[src/rtl/regfile.sv]
// Two-read, one-write register file: 32 x 32-bit, r0 hardwired to zero.
// Combinational reads with optional same-cycle write forwarding.
module regfile #(
   parameter int BYPASS = 1
) (
   input  logic        clock,
   input  logic        reset,
   input  logic        ctrl_writeEnable,
   input  logic [4:0]  ctrl_writeRegister,
   input  logic [31:0] data_writeReg,
   input  logic [4:0]  ctrl_readRegA,
   input  logic [4:0]  ctrl_readRegB,
   output logic [31:0] data_readRegA,
   output logic [31:0] data_readRegB
);

   localparam bit Fwd = (BYPASS != 0);

   logic [31:0] rf [31:1];
   logic [31:1] wr_en;
   logic [31:0] stored_a;
   logic [31:0] stored_b;
   logic        fwd_ok;
   logic        hit_a;
   logic        hit_b;

   // One-hot write decode; address 0 has no enable, reset blocks all writes
   always_comb begin
      wr_en = '0;
      for (int i = 1; i < 32; i++) begin
         wr_en[i] = ctrl_writeEnable && !reset
                    && (ctrl_writeRegister == 5'(i));
      end
   end

   // Storage: per-register enabled flops, cleared asynchronously by reset
   always_ff @(posedge clock or posedge reset) begin
      if (reset) begin
         for (int i = 1; i < 32; i++) begin
            rf[i] <= '0;
         end
      end else begin
         for (int i = 1; i < 32; i++) begin
            if (wr_en[i]) begin
               rf[i] <= data_writeReg;
            end
         end
      end
   end

   // Port A 32:1 select; address 0 falls through to zero
   always_comb begin
      stored_a = '0;
      for (int i = 1; i < 32; i++) begin
         if (ctrl_readRegA == 5'(i)) begin
            stored_a = rf[i];
         end
      end
   end

   // Port B 32:1 select; address 0 falls through to zero
   always_comb begin
      stored_b = '0;
      for (int i = 1; i < 32; i++) begin
         if (ctrl_readRegB == 5'(i)) begin
            stored_b = rf[i];
         end
      end
   end

   // Forwarding qualifiers: only a live write to a nonzero register forwards
   always_comb begin
      fwd_ok = Fwd && ctrl_writeEnable && !reset
               && (ctrl_writeRegister != 5'd0);
      hit_a  = fwd_ok && (ctrl_readRegA == ctrl_writeRegister);
      hit_b  = fwd_ok && (ctrl_readRegB == ctrl_writeRegister);
   end

   // Output muxes: reset forces zero, then forward, then stored value
   always_comb begin
      data_readRegA = '0;
      data_readRegB = '0;
      if (!reset) begin
         data_readRegA = hit_a ? data_writeReg : stored_a;
         data_readRegB = hit_b ? data_writeReg : stored_b;
      end
   end

endmodule
[config.mk]
export PLATFORM = sky130hd
export DESIGN_NAME = regfile
export DESIGN_NICKNAME = d
export VERILOG_FILES = /design/src/rtl/regfile.sv
export SDC_FILE = /design/constraint.sdc
export NUM_CORES = 2
export LEC_CHECK = 0
export ABC_AREA = 1
export BUFFER_PORTS_ARGS = -buffer_cell sky130_fd_sc_hd__buf_4
export CORE_MARGIN = 2
export CORE_UTILIZATION = 60
export DETAILED_ROUTE_END_ITERATION = 6
export PLACE_DENSITY_LB_ADDON = 0.08
export SYNTH_ARGS = -nofsm -noshare
export SYNTH_HDL_FRONTEND = slang
export SYNTH_SLANG_ARGS = --single-unit
[constraint.sdc]
create_clock -name clock -period 59.4 [get_ports clock]
set_clock_uncertainty 0.15 [all_clocks]
set_input_delay 11.88 -clock clock [delete_from_list [all_inputs] [get_ports clock]]
set_output_delay 11.88 -clock clock [all_outputs]
set_load 0.005 [all_outputs]
==> results.json <==
{
  "outcome": "complete, no violations",
  "p_per_area_nw_per_um2": 30.4,
  "n_fill_cell": 7533,
  "synthArstFlopShare": 1.00,
  "period_minus_slack_ps": 28320,
  "portBuffers": 113,
  "ys_types": 28,
  "arrival_ps": 16290,
  "die_area_sq_um": 88900,
  "cts-resized-gates": 0,
  "ant_nets": 0,
  "drc": 0,
  "drv_slew": 0,
  "cts_buffers": 107,
  "crit_buf_inv": 6,
  "placed_area_sq_um": 53400,
  "ys.flop_type": "dfrtp_1",
  "clockBufferDepth": 3,
  "vias_per_cell": 6.06,
  "syn_nets": 7399,
  "postLayoutCellArea_sq_um": 57100,
  "dp_slack_ps": 31400,
  "vias": 51000,
  "reg2reg_depth": 2,
  "postCtsSetupRepairBufs": 0,
  "fmax_mhz": 35.3,
  "reg_top3": "rf (992)",
  "power.leakage_nw": 25.9,
  "worst_ir_drop_vdd_uv": 24.0,
  "drive_above_1_share": 0.0788,
  "synth-edff-count": 0,
  "holdPathEnd": "rf[323]",
  "slew_headroom": 0.189,
  "globalRouteOverflowTotal": 0,
  "antenna_found_initial": 4,
  "setup-violations-final": 0,
  "tightest_slew_ps": 1210,
  "rows": 107,
  "initial_core_util": 0.608,
  "hold_depth": 2,
  "grt_pass1_wl_microns": 280000,
  "clk_latency_ps": 690,
  "largest_reg_flops": 992,
  "nets": 7234,
  "first_global_vias": 47300,
  "wl_microns": 181000,
  "clockRootBuffer": "clkbuf_16",
  "grt_max_degree": 167,
  "min_from": "rf[323]",
  "layout_commonest_cell": "nand2_1",
  "drt-wirelength-per-cell_microns": 21.5,
  "gp_congestion": 0.936,
  "die_y_microns": 298,
  "core-area_sq_um": 85400,
  "track_usage": 0.405,
  "hold_viol": 0,
  "cts.clk_slew.worst_paths_ps": 60,
  "setup.worst_path.end_class": "output pin",
  "hold_buffers": 0,
  "final_cell_mix": "2624 x nand2_1, 1076 x o21ai_0, 992 x dfrtp_1",
  "hold_path_class": "flip-flop to flip-flop",
  "period_share": 0.477,
  "reg2reg_from": "rf[158]",
  "synth_area_per_cell_sq_um": 7.06,
  "ys_ff_latch": 992,
  "num_io_pins": 114,
  "r2r_end": "rf[158]",
  "ys_seq_area_frac": 0.478,
  "yosys_warnings": 0,
  "cts_tree": "yes",
  "drt_iter0_drc": 7451,
  "path_delay_family": "simple AND/OR/NAND/NOR gates",
  "drt_first_pass_iters": 6,
  "critPathRequiredTime_ps": 47370,
  "rsz0062_at_grt": "no",
  "drv_cap": 0,
  "syn2layout_area_growth_pct": 9.92,
  "syn_inst": 7349,
  "worstSetupPathType": "input pin to output pin",
  "synth_area_sq_um": 51900,
  "setup_tns_ps": 0,
  "clock_sink_count": 992,
  "dpl.hpwl_microns": 115000,
  "h-tree-depth": 3,
  "ff2ff_setup_slack_ps": 58430,
  "worst_slack_ps": 31080,
  "top_register": "rf",
  "cp_max_fo": 60,
  "critPathMaxStageDelay_ps": 470,
  "die_w_microns": 298,
  "cp_slowest_cell": "clkinv_1",
  "crit_chain": "buf_4 > inv_2 > buf_4 > nand3_1 > clkinv_1 > buf_4 > nand2_1 > nand4_1 > nand2_1 > nand4_1 > nor2_1 > nand4_1 > nor2_1 > nand4_1 > nor2_1 > nand4_1 > nor2_1 > nand4_1 > nor2_1 > nor2_1 > buf_4",
  "startpoint_type": "input pin"
}
synth_stat cells, types with 5 or more instances:
| cell type | count | share of area |
|---|---|---|
| inv_2 | 16 | 0.0012 |
| nor3_1 | 10 | 0.00096 |
| nor2_2 | 7 | 0.00084 |
| nand3_1 | 128 | 0.012 |
| or2_0 | 7 | 0.00084 |
| nor2_1 | 793 | 0.057 |
| inv_1 | 470 | 0.034 |
| clkinv_1 | 5 | 0.00036 |
| nand2_1 | 2656 | 0.19 |
| nand4_1 | 481 | 0.058 |
| buf_1 | 5 | 0.00036 |
| buf_2 | 27 | 0.0026 |
| or2_2 | 73 | 0.0088 |
| o21ai_0 | 1076 | 0.10 |
| xor2_1 | 10 | 0.0017 |
| a21oi_1 | 112 | 0.011 |
| dfrtp_1 | 992 | 0.48 |
| clkbuf_1 | 467 | 0.034 |
per-layer routing:
metal	wire length, microns	global-route usage
met2	78600	0.610
met4	7940	0.168
met1	72700	0.568
met5	13	0
met3	21700	0.0893
final cells by class:
cell class / count / area, sq um / area share
timing repair buffer: 228 / 1750 / 0.0307
inverter: 491 / 1850 / 0.0324
sequential: 992 / 24800 / 0.435
clock inverter: 30 / 368 / 0.00645
antenna: 3 / 7.51 / 0.000132
clock buffer: 163 / 3310 / 0.0580
tap: 1144 / 1430 / 0.0251
multi-input combinational: 5364 / 23500 / 0.412
how the worst max path moves through the flow:
stage	from	endpoint	slack (ps)	cells past startpoint
final	ctrl_readRegA[4]	data_readRegA[7]	31080	21
after global routing	ctrl_readRegA[4]	data_readRegA[7]	30890	21
after CTS	ctrl_readRegB[4]	data_readRegB[7]	31270	18
after detailed placement	ctrl_readRegB[4]	data_readRegB[7]	31400	18
after global placement	ctrl_readRegB[4]	data_readRegB[7]	31440	18
after floorplan	reset	data_readRegA[18]	3510	5
tightest hold or removal path, cell delays in order (launching register included):
cell and delay [ps]:
dfrtp_1 340, nand2_1 50, o21ai_0 60
metrics by stage:
step	hold slack (ps)	std cells	util	power (mW)
final	331	8415	0.668	1.73
after global routing	351	8415	0.668	1.80
after CTS	337	8412	0.668	1.73
after detailed placement	323	8219	0.625	1.04
after global placement	316	8219	0.625	1.03
after floorplan	303	7349	-	0.964
cells by family (layout without fill, tap and decap cells):
logic type,count (synthesis),after routing,synth area share
buffers and inverters,993,912,0.0727
AO/OA/AOI/OAI,1190,1190,0.115
other,0,3,0
XOR/XNOR,10,10,0.00169
flip-flops,992,992,0.478
AND/OR/NAND/NOR,4164,4164,0.333
power breakdown:
part	leakage, nW	internal, mW	switching, mW
Clock	1.82	0.412	0.286
Combinational	10.9	0.0657	0.135
Sequential	13.2	0.766	0.0691
(Power assumes the default switching activity.)
